### src/rtl/cpu_run_ctrl.sv
// Run/halt/single-step controller for the core clock enable.
// Host commands, PC breakpoints and break instructions decide which cycles the core may advance.
module cpu_run_ctrl #(
    parameter int ADDR_W = 32,
    parameter int STEP_W = 16,
    parameter int CNT_W  = 32
) (
    input  logic              clock,
    input  logic              reset,
    input  logic              run_req,
    input  logic              halt_req,
    input  logic              step_req,
    input  logic [STEP_W-1:0] step_count,
    input  logic              bp_en,
    input  logic [ADDR_W-1:0] bp_addr,
    input  logic [ADDR_W-1:0] pc,
    input  logic              halt_instr,
    output logic              cpu_ce,
    output logic [1:0]        run_state,
    output logic [2:0]        halt_cause,
    output logic              step_done,
    output logic [CNT_W-1:0]  cycle_count
);

    typedef enum logic [1:0] {
        HALT = 2'b00,
        RUN  = 2'b01,
        STEP = 2'b10
    } state_t;

    localparam logic [2:0] CAUSE_RESET = 3'd0;
    localparam logic [2:0] CAUSE_HOST  = 3'd1;
    localparam logic [2:0] CAUSE_BP    = 3'd2;
    localparam logic [2:0] CAUSE_INSTR = 3'd3;
    localparam logic [2:0] CAUSE_STEP  = 3'd4;

    state_t            state;
    logic [STEP_W-1:0] steps_left;
    logic              bp_skip;
    logic              bp_hit;
    logic              active;
    logic              resume_skip;

    // run_state is the FSM state itself, so checkers can bind to it directly.
    assign run_state = state;

    assign bp_hit      = bp_en && (pc == bp_addr) && !bp_skip;
    assign active      = (state == RUN) || (state == STEP);
    assign cpu_ce      = !reset && active && !bp_hit;
    assign resume_skip = (halt_cause == CAUSE_BP);

    // Commands are single-cycle pulses with no back-pressure: a pulse is
    // consumed at the edge it is seen, priority halt > run > step, and
    // cpu_ce reflects the new state from the following cycle.
    always_ff @(posedge clock) begin
        if (reset) begin
            state       <= HALT;
            halt_cause  <= CAUSE_RESET;
            step_done   <= 1'b0;
            cycle_count <= '0;
            steps_left  <= '0;
            bp_skip     <= 1'b0;
        end else begin
            step_done <= 1'b0;

            if (cpu_ce) begin
                cycle_count <= cycle_count + CNT_W'(1);
                bp_skip     <= 1'b0;
            end

            case (state)
                HALT: begin
                    if (!halt_req) begin
                        if (run_req) begin
                            state   <= RUN;
                            bp_skip <= resume_skip;
                        end else if (step_req && (step_count != '0)) begin
                            state      <= STEP;
                            steps_left <= step_count;
                            bp_skip    <= resume_skip;
                        end
                    end
                end

                RUN: begin
                    if (halt_req) begin
                        state      <= HALT;
                        halt_cause <= CAUSE_HOST;
                    end else if (bp_hit) begin
                        state      <= HALT;
                        halt_cause <= CAUSE_BP;
                    end else if (halt_instr && cpu_ce) begin
                        state      <= HALT;
                        halt_cause <= CAUSE_INSTR;
                    end
                end

                STEP: begin
                    if (halt_req) begin
                        state      <= HALT;
                        halt_cause <= CAUSE_HOST;
                        steps_left <= '0;
                    end else if (run_req) begin
                        state      <= RUN;
                        steps_left <= '0;
                    end else if (bp_hit) begin
                        state      <= HALT;
                        halt_cause <= CAUSE_BP;
                        steps_left <= '0;
                    end else if (cpu_ce) begin
                        steps_left <= steps_left - STEP_W'(1);
                        // A break instruction on the final step still completes the sequence.
                        if (steps_left == STEP_W'(1)) begin
                            state      <= HALT;
                            step_done  <= 1'b1;
                            halt_cause <= halt_instr ? CAUSE_INSTR : CAUSE_STEP;
                        end else if (halt_instr) begin
                            state      <= HALT;
                            halt_cause <= CAUSE_INSTR;
                            steps_left <= '0;
                        end
                    end
                end

                default: begin
                    state <= HALT;
                end
            endcase
        end
    end

endmodule

### config.mk
export PLATFORM = sky130hd
export DESIGN_NAME = cpu_run_ctrl
export DESIGN_NICKNAME = d
export VERILOG_FILES = /design/src/rtl/cpu_run_ctrl.sv
export SDC_FILE = /design/constraint.sdc
export NUM_CORES = 1
export LEC_CHECK = 0
export CAP_MARGIN = 20
export CORE_MARGIN = 2
export CORE_UTILIZATION = 49
export DETAILED_ROUTE_END_ITERATION = 10
export GPL_TIMING_DRIVEN = 0
export PLACE_DENSITY = 0.94
export SLEW_MARGIN = 20
export SYNTH_ARGS = -nofsm -noshare
export SYNTH_HDL_FRONTEND = slang
export SYNTH_SLANG_ARGS = --single-unit
export TNS_END_PERCENT = 30
### constraint.sdc
create_clock -name clock -period 5 [get_ports clock]
set_input_delay 0.5 -clock clock [delete_from_list [all_inputs] [get_ports clock]]
set_output_delay 0.5 -clock clock [all_outputs]
set_load 0.005 [all_outputs]
==> flow_summary.yaml <==
die:
  io_pins: 126
  fp.dieH_um: 89.68
  start_util: 0.5013
  rows: 31
  chipWidth_um: 89.68
  core_sq_um: 7176
  dieArea_sq_um: 8043
yosys:
  ys.flop_type: "dfxtp_1"
  synth_xor_area_frac: 0.1510
  synth_top_family_by_area: "simple AND/OR/NAND/NOR gates"
  syn_avg_cell_area_sq_um: 7.923
  synthMuxAreaShare: 0.01565
  syn-num-nets: 547
  async_flop_share: 0
  synth_cell_types: 48
  synth-simple-area-share: 0.3520
  yosysWarnings: 0
  synth-compound-area-share: 0.1172
  seq_area_frac_synth: 0.3061
  netlist_area_sq_um: 3597
  yosys.area_share.adder: 0.02087
  synth_edf_count: 0
  synth-seq-cells: 55
  syn_inst: 454
critical_path:
  critPathMaxStageDelay_ps: 460
  end_kind: "output port"
  reg2reg_depth: 9
  cp_slowest_cell: "clkdlybuf4s50_1"
  required_ps: 4500
  path_buf_inv: 3
  crit_path_frequent_cell: "clkdlybuf4s50_1"
  startpoint: "bp_addr[25]"
  worstPathCellList: "clkdlybuf4s50_1 > xnor2_1 > nand4_1 > nor4bb_1 > nand3_1 > nand2_1 > inv_2 > clkdlybuf4s50_1"
  reg2reg_from: "run_state[1]$_SDFFE_PP0P_"
  crit_path_start_kind: "input port"
  crit_family: "simple AND/OR/NAND/NOR gates"
  cp_data_arrival_time_ps: 3040
  worst-path-stages: 8
  crit_type: "in -> out"
  path_max_fanout: 9
cts:
  postCtsSetupBuffers: 0
  htree_levels: 2
  cts_num_sinks: 55
  cts_buffers: 5
  clock_path_buffers: 2
  tritoncts: "yes"
  hold_buffers: 0
  cts_resized: 0
  clk_latency_ps: 320
  cts-root-buf: "clkbuf_8"
  clkTransAtPathRegs_ps: 100
drt:
  postRouteAntennaNets: 0
  vias_per_cell: 5.880
  drt_iter0_markers: 227
  drc_errors: 0
  vias: 4034
  first_pass_iters: 5
  postRouteWirelength_um: 11260
  wl_per_cell_um: 16.41
timing:
  finalHoldViolCount: 0
  worstMarginPinSlew_ps: 646.7
  worst_clock_skew_ps: 8.989
  period_needed_ps: 3536
  fin_crit_sh: 0.7073
  rsz0062_at_grt: "false"
  fmax_mhz: 282.8
  setup_viol: 0
  setup_tns_ps: 0
  worst_slack_ps: 1464
  slew_headroom: 0.5689
  finalMaxSlewViolations: 0
power:
  p_leak_nw: 1.743
  fin_total_pwr_mw: 1.120
  p_per_area_nw_per_um2: 221.2
  irDropWorstVdd_v: 0.0001503
final_layout:
  drive_above_1_share: 0.03748
  antenna_cells: 0
  syn2layout_area_growth_pct: 40.77
  fin_nets: 679
placed_design:
  place_congestion: 0.9875
  io_buffers: 125
  dp_worst_setup_slack_ps: 1478
  dp_hpwl_um: 8817
min_path:
  min_from: "bp_skip$_SDFF_PP0_"
  min-delay-path-class: "reg -> reg"
  hold_depth: 2
status:
  status: "finished, final reports clean"
grt:
  overflow: 0
  grt.total_usage: 0.2840
  use_met3: 0.05941
  grt_pass1_wl_um: 17980
  grt_util_met1: 0.3369
  grt_max_degree: 19
  top_usage_layer: "met2"
  grt_antenna_before_repair: 0
  grt_pass1_vias: 3960
  use_met2: 0.4987
job:
  maxCapViolations: 0
-- state kept, by name (all words and copies together), names as in the netlist --
name,flops
halt_cause,3
steps_left,16
bp_skip,1
step_done,1
run_state,2
cycle_count,32
-- power breakdown --
part,switching (mW),internal [mW]
sequential,0.0260,0.458
combinational,0.192,0.186
clock,0.157,0.101
total,0.375,0.745
-- synthesized netlist by cell type, types with 7 or more instances --
cell,instances,area [sq um]
a21oi_1,20,100.1
nor2b_1,21,131.4
nand4_1,22,137.6
nand3_1,15,75.07
clkbuf_1,13,48.80
xnor2_1,51,446.7
xor2_1,11,96.34
nor2_1,60,225.2
o21ai_0,14,70.07
nor4_1,17,106.4
nand2_1,26,97.59
dfxtp_1,55,1101
o21ai_1,7,35.03
nor4b_1,8,70.07
inv_1,13,48.80
nor3_1,15,75.07
a211oi_1,8,60.06
-- final cells by class --
cell class                 count  area (sq um)
clock buffer                   5         68.82
inverter                      14         52.55
tap                           99         123.9
sequential                    55          1101
multi-input combinational    366          2362
fill                         583          2112
timing repair buffer         125          1251
buffer                        19         81.33
clock inverter                 3         22.52
-- layout by cell type, fill, tap and decap left out, types with 2 or more instances in the layout --
master / Yosys / routed
a211oi_1: 8 / 8
a21oi_1: 20 / 20
a22o_1: 3 / 3
a22oi_1: 3 / 3
and2_1: 2 / 2
and3_1: 6 / 6
and4_1: 5 / 5
buf_2: 5 / 5
clkbuf_1: 13 / 13
clkbuf_8: 0 / 5
clkdlybuf4s50_1: 0 / 125
dfxtp_1: 55 / 55
ha_1: 6 / 6
inv_1: 13 / 13
mux2_1: 5 / 5
nand2_1: 26 / 26
nand2b_1: 4 / 4
nand3_1: 15 / 15
nand3b_1: 4 / 4
nand4_1: 22 / 22
nor2_1: 60 / 60
nor2b_1: 21 / 21
nor3_1: 15 / 15
nor4_1: 17 / 17
nor4b_1: 8 / 8
nor4bb_1: 2 / 2
o21a_1: 2 / 2
o21ai_0: 14 / 14
o21ai_1: 7 / 7
o32ai_1: 4 / 4
o41ai_1: 2 / 2
or3_1: 6 / 6
or4_1: 4 / 4
xnor2_1: 51 / 51
xor2_1: 11 / 11
-- cell families (layout without fill, tap and decap cells) --
kind of cell	after synthesis	after routing
XOR/XNOR	62	62
multiplexers	5	5
buffers and inverters	33	166
AO/OA/AOI/OAI	68	68
AND/OR/NAND/NOR	225	225
flip-flops	55	55
adder cells (fa/ha/maj)	6	6
-- worst register-to-register path, stage by stage (launching register included) --
cell and delay (ps):
dfxtp_1 400, inv_1 80, ha_1 330, nor2b_1 130, buf_2 220, nand4_1 180
clkbuf_1 290, or3_1 490, nor3_1 190, mux2_1 330
-- routing by layer --
layer / vias up / wire length (um) / share of wire
li1: 1895 / - / -
met1: 1892 / 4368 / 0.39
met2: 214 / 5722 / 0.51
met3: 33 / 894 / 0.079
met4: 0 / 269 / 0.024
met5: - / 0 / 0
-- stage by stage --
stage	utilization	hold slack, ps	cells	instance area [sq um]
2_1_floorplan	-	455.7	454	3597
3_3_place_gp	0.6929	479.7	678	4972
3_5_place_dp	0.6929	489.2	678	4972
4_1_cts	0.7057	505.2	686	5064
5_1_grt	0.7057	524.8	686	5064
6_report	0.7057	513.2	686	5064
-- path summary, 6_finish.rpt --
path / slack, ps / end
setup / recovery: 1460 / cpu_ce
hold reg to reg: 510 / bp_skip$_SDFF_PP0_
setup reg to reg: 2240 / cycle_count[29]$_SDFFE_PP0P_
hold / removal: 510 / bp_skip$_SDFF_PP0_
(Power assumes the default switching activity.)
